==> config.mk <==
export PLATFORM = sky130hd
export DESIGN_NAME = ha_bist_ctrl
export DESIGN_NICKNAME = d
export VERILOG_FILES = /design/src/rtl/ha_bist_ctrl.sv
export SDC_FILE = /design/constraint.sdc
export NUM_CORES = 1
export LEC_CHECK = 0
export ABC_CLOCK_PERIOD_IN_PS = 1900
export BUFFER_PORTS_ARGS = -buffer_cell sky130_fd_sc_hd__buf_2
export CAP_MARGIN = 20
export CELL_PAD_IN_SITES_DETAIL_PLACEMENT = 2
export CELL_PAD_IN_SITES_GLOBAL_PLACEMENT = 2
export CORE_MARGIN = 2
export CORE_UTILIZATION = 30
export CTS_BUF_LIST = sky130_fd_sc_hd__clkbuf_4
export DETAILED_ROUTE_END_ITERATION = 12
export GPL_TIMING_DRIVEN = 1
export PLACE_DENSITY = 0.72
export SLEW_MARGIN = 20
export SYNTH_ARGS = -nofsm -noshare
export SYNTH_HDL_FRONTEND = slang
export SYNTH_SLANG_ARGS = --single-unit
export TNS_END_PERCENT = 1
==> constraint.sdc <==
create_clock -name clk -period 1.9 [get_ports clk]
set_clock_uncertainty 0.05 [all_clocks]
set_input_delay 0.38 -clock clk [delete_from_list [all_inputs] [get_ports clk]]
set_output_delay 0.38 -clock clk [all_outputs]
set_load 0.02 [all_outputs]
==> src/rtl/ha_bist_ctrl.sv <==
// Half-adder BIST: drives 00,01,10,11 NUM_LOOPS times, checks Sum/Cout after SETTLE_CYCLES; (SETTLE_CYCLES+2) cycles per vector.
// No backpressure (start is ignored while busy). Optional first-fail log under `HA_BIST_LOG_EN.
module ha_bist_ctrl #(
  parameter int NUM_LOOPS     = 1,
  parameter int SETTLE_CYCLES = 2,
  parameter int ERR_W         = 8
) (
  input  logic             clk,
  input  logic             rst_n,
  input  logic             start,
  input  logic             abort,
  input  logic             Sum,
  input  logic             Cout,
  output logic             A,
  output logic             B,
  output logic             busy,
  output logic             done,
  output logic             pass,
  output logic [ERR_W-1:0] err_count,
  output logic [3:0]       fail_vec
`ifdef HA_BIST_LOG_EN
  ,
  output logic             first_fail_valid,
  output logic [1:0]       first_fail_vec,
  output logic [1:0]       first_fail_obs
`endif
);

  localparam int                LOOP_W    = (NUM_LOOPS > 1) ? $clog2(NUM_LOOPS) : 1;
  localparam logic [LOOP_W-1:0] LOOP_LAST = LOOP_W'(NUM_LOOPS - 1);
  localparam logic [7:0]        SETTLE    = 8'(SETTLE_CYCLES);

  typedef enum logic [2:0] {IDLE, DRIVE, WAIT, CHECK, DONE} state_t;

  state_t            state, state_nxt;
  logic [1:0]        vec;
  logic [LOOP_W-1:0] loop_cnt;
  logic [7:0]        settle_cnt;
  logic              mismatch, last_vec, accept, running, kill;
  logic [ERR_W-1:0]  err_inc, err_nxt;

  always_comb begin
    mismatch = (Sum != (A ^ B)) || (Cout != (A & B));
    err_inc  = (&err_count) ? err_count : err_count + ERR_W'(1);
    err_nxt  = mismatch ? err_inc : err_count;
    last_vec = (vec == 2'd3) && (loop_cnt == LOOP_LAST);
    running  = (state == DRIVE) || (state == WAIT) || (state == CHECK);
    accept   = start && ((state == IDLE) || (state == DONE));
    kill     = abort && running;
  end

  always_comb begin
    state_nxt = state;
    case (state)
      IDLE, DONE: if (start) state_nxt = DRIVE;
      DRIVE:      state_nxt = (SETTLE == 8'd0) ? CHECK : WAIT;
      // settle_cnt reaches zero on the edge that leaves WAIT
      WAIT:       if (settle_cnt <= 8'd1) state_nxt = CHECK;
      CHECK:      state_nxt = last_vec ? DONE : DRIVE;
      default:    state_nxt = IDLE;
    endcase
    if (kill) state_nxt = IDLE;
  end

  always_ff @(posedge clk or negedge rst_n) begin
    if (!rst_n) state <= IDLE;
    else        state <= state_nxt;
  end

  always_ff @(posedge clk or negedge rst_n) begin
    if (!rst_n) begin
      A          <= 1'b0;
      B          <= 1'b0;
      busy       <= 1'b0;
      done       <= 1'b0;
      pass       <= 1'b0;
      err_count  <= '0;
      fail_vec   <= '0;
      vec        <= '0;
      loop_cnt   <= '0;
      settle_cnt <= '0;
`ifdef HA_BIST_LOG_EN
      first_fail_valid <= 1'b0;
      first_fail_vec   <= '0;
      first_fail_obs   <= '0;
`endif
    end else if (accept) begin
      err_count <= '0;
      fail_vec  <= '0;
      done      <= 1'b0;
      pass      <= 1'b0;
      vec       <= '0;
      loop_cnt  <= '0;
      busy      <= 1'b1;
`ifdef HA_BIST_LOG_EN
      first_fail_valid <= 1'b0;
      first_fail_vec   <= '0;
      first_fail_obs   <= '0;
`endif
    end else if (kill) begin
      // error state is left intact so a cancelled run can still be inspected
      busy <= 1'b0;
      done <= 1'b0;
      A    <= 1'b0;
      B    <= 1'b0;
    end else begin
      case (state)
        DRIVE: begin
          A          <= vec[1];
          B          <= vec[0];
          settle_cnt <= SETTLE;
        end
        WAIT: settle_cnt <= settle_cnt - 8'd1;
        CHECK: begin
          if (mismatch) begin
            err_count     <= err_inc;
            fail_vec[vec] <= 1'b1;
`ifdef HA_BIST_LOG_EN
            if (!first_fail_valid) begin
              first_fail_valid <= 1'b1;
              first_fail_vec   <= vec;
              first_fail_obs   <= {Sum, Cout};
            end
`endif
          end
          if (last_vec) begin
            busy <= 1'b0;
            done <= 1'b1;
            pass <= (err_nxt == '0);
          end else if (vec == 2'd3) begin
            vec      <= '0;
            loop_cnt <= loop_cnt + LOOP_W'(1);
          end else begin
            vec <= vec + 2'd1;
          end
        end
        default: ;
      endcase
    end
  end

endmodule
==> metrics.csv <==
stage;metric;value;unit
layout;num-nets-final;263;
layout;diodes;0;
job;drv_cap;0;
floorplan;core;0.00561;sq mm
power_and_ir_drop;ir_worst_vdd;0.000497;V
floorplan;start_util;31.5;%
logic_synthesis;netlist_top_cells_count;dfrtp_1, nor2_1, nand2_1;
timing;grt_setup_unrepaired;yes;
clocking;cts.htree.levels;2;
timing;period_share;101;%
place;post-place-ws;-0.0483;ns
routing;drtIter0Drc;46;
logic_synthesis;synth_nets;210;
place;dp_hpwl;4250;um
timing;tightest_slew;0.513;ns
logic_synthesis;yosys.area.top_type;dfrtp_1;
timing;final.min_clock_period;1.92;ns
layout;final_core_util;41.6;%
clocking;cts_buffers;5;
worst_setup_path;start_kind;flip-flop;
timing;hold_viol_final;0;
global_route;track_usage;19.1;%
place;dpl.cell_count;311;
clocking;path_clk_slew;0.10;ns
layout;multi_input_area;0.00101;sq mm
layout;regArea;781;sq um
logic_synthesis;synth_area;0.00177;sq mm
logic_synthesis;synth_seq_cells;31;
logic_synthesis;synthFlopType;dfrtp_1;
power_and_ir_drop;p_per_area;971;mW/mm^2
logic_synthesis;yosysSeqAreaShare;43.8;%
layout;drive_above_1_share;30.0;%
routing;wl;5580;um
timing;slew_violations;0;
routing;dr.pass1.iters;4;
logic_synthesis;syn_inst;196;
global_route;grt_pass1_wl;9270;um
worst_setup_path;arrival;2.14;ns
layout;fillerInstances;655;
floorplan;io_pins;23;
timing;final-setup-viol-count;1;
logic_synthesis;synth_area_leaders;dfrtp_1, ha_1, nor2_1;
timing;max_freq;0.521;GHz
power_and_ir_drop;power;2.26;mW
global_route;grt_pass1_vias;1820;
logic_synthesis;synth_warnings;0;
logic_synthesis;synth_area_per_cell;9.03;sq um
routing;via_per_inst;5.22;
worst_setup_path;crit_type;reg -> reg;
logic_synthesis;synth-edff-count;0;
global_route;grt_max_degree;17;
logic_synthesis;synth_top_area_share;43.8;%
power_and_ir_drop;p_leak;1.06;nW
floorplan;die_area;0.00653;sq mm
worst_hold_path;hp-class;in -> reg;
layout;syn2layout_area_growth;31.8;%
outcome;violations;negative setup slack;
logic_synthesis;ys_types;43;
place;portBuffers;22;
clocking;insertion_delay;0.34;ns
logic_synthesis;synthArstFlopShare;100;%
clocking;tritoncts;yes;
timing;fin_ws;-0.0207;ns
routing;wl_per_cell;17.3;um
worst_setup_path;ff2ff_path_depth;6;
outcome;status;finished with violations;
clocking;cts_sinks;31;
clocking;clockRootBuffer;clkbuf_4;
floorplan;num_rows;27;
worst_hold_path;hold_depth;2;
worst_setup_path;worst_ep_required_time;2.12;ns
routing;ant_nets;0;
timing;relSlewSlack;65.4;%
floorplan;die_height;80.8;um
worst_setup_path;crit_fanout;7;
global_route;antenna_found_initial;0;
routing;drc_errors;0;
place;gp_congestion;0.796;
layout;final_cells;322;
routing;num_vias;1682;
clocking;cts_max_path_buffers;2;
global_route;grt.overflow.total;0;
logic_synthesis;yosysMostFrequentCell;dfrtp_1;
worst_setup_path;end_kind;flip-flop;
floorplan;chipWidth;80.8;um
## final timing paths
check                                 start  slack, ns             to
worst max-delay path                      B      -0.02           pass
worst min-delay path                  start       0.18       state[2]
worst max register to register            B      -0.02           pass
worst min register to register  fail_vec[2]       0.46    fail_vec[2]
max in group asynchronous             rst_n       0.92   err_count[2]
min in group asynchronous             rst_n       0.43  settle_cnt[0]
## sequential cells by signal, summed over array words and instances, names as in the netlist
| signal | count |
|---|---|
| settle_cnt | 8 |
| loop_cnt | 1 |
| fail_vec | 4 |
| done | 1 |
| A | 1 |
| busy | 1 |
| state | 3 |
| err_count | 8 |
| vec | 2 |
| pass | 1 |
| B | 1 |
## worst max-delay path: stages (launching register included)
cell and delay [ns]:
dfrtp_2 0.44, ha_4 0.26, xnor2_4 0.29, a2bb2oi_2 0.10, or3_1 0.32, a211o_1 0.27
o21ai_1 0.12
## kinds of logic after synthesis
family                     synth area share [%]
and+or+nand+nor                            22.7
AOI/OAI and AO/OA                          15.5
DFF                                        43.8
buffers and inverters                      4.31
xor gates and xnor gates                   4.46
adders and majority gates                  5.66
muxes                                      3.54
## power by group
part           switching (mW)  internal, mW  total, mW
Sequential              0.114         0.788      0.902
Clock                   0.234         0.151      0.385
Combinational           0.565         0.412      0.977
Total                   0.913          1.35       2.26
## repair_timing
item | 4_1_cts | 5_1_grt
resized for setup | 3 | 4
cloned | 0 | 0
hold endpoints to repair | 15 | 0
hold buffers | 1 | 0
buffers inserted | 1 | 1
pin swaps | 5 | 1
endpoints found under the setup margin | 1 | 4
## cells in the final DEF (no fill, tap or decap), drive strengths merged, types with 4 or more instances in the layout
master / instances
a21oi: 15
xnor2: 4
xor2: 5
buf: 52
clkbuf: 6
ha: 8
inv: 11
nand3: 10
nor2: 22
nor4: 4
nand2: 21
dfrtp: 31
o21ai: 10
nor3: 8
mux2i: 4
## metrics by stage
stage / hold slack, ns / area, sq um / setup TNS [ns]
after floorplan: 0.0344 / 1820 / 0
after global placement: 0.285 / 2210 / 0
after detailed placement: 0.292 / 2210 / -0.0483
after CTS: 0.174 / 2310 / -0.0505
after global routing: 0.177 / 2330 / -0.0988
final: 0.182 / 2330 / -0.0207
## final cells by class
type	count	share of cell area (%)
multi-input cells	147	43.1
repair buffers	53	15.5
clock buffers	6	1.93
well taps	72	3.86
flip-flops and latches	31	33.5
inverters	11	1.77
clock inverters	2	0.322
## layer usage
metal,part of all wire (%),vias up,global-route usage (%)
met4,2.4,0,7.29
met5,0,-,0
met1,43,847,22.4
met3,2.5,12,3.56
met2,52,21,34.4
li1,-,802,-
Power figures use the tool's default switching activity.
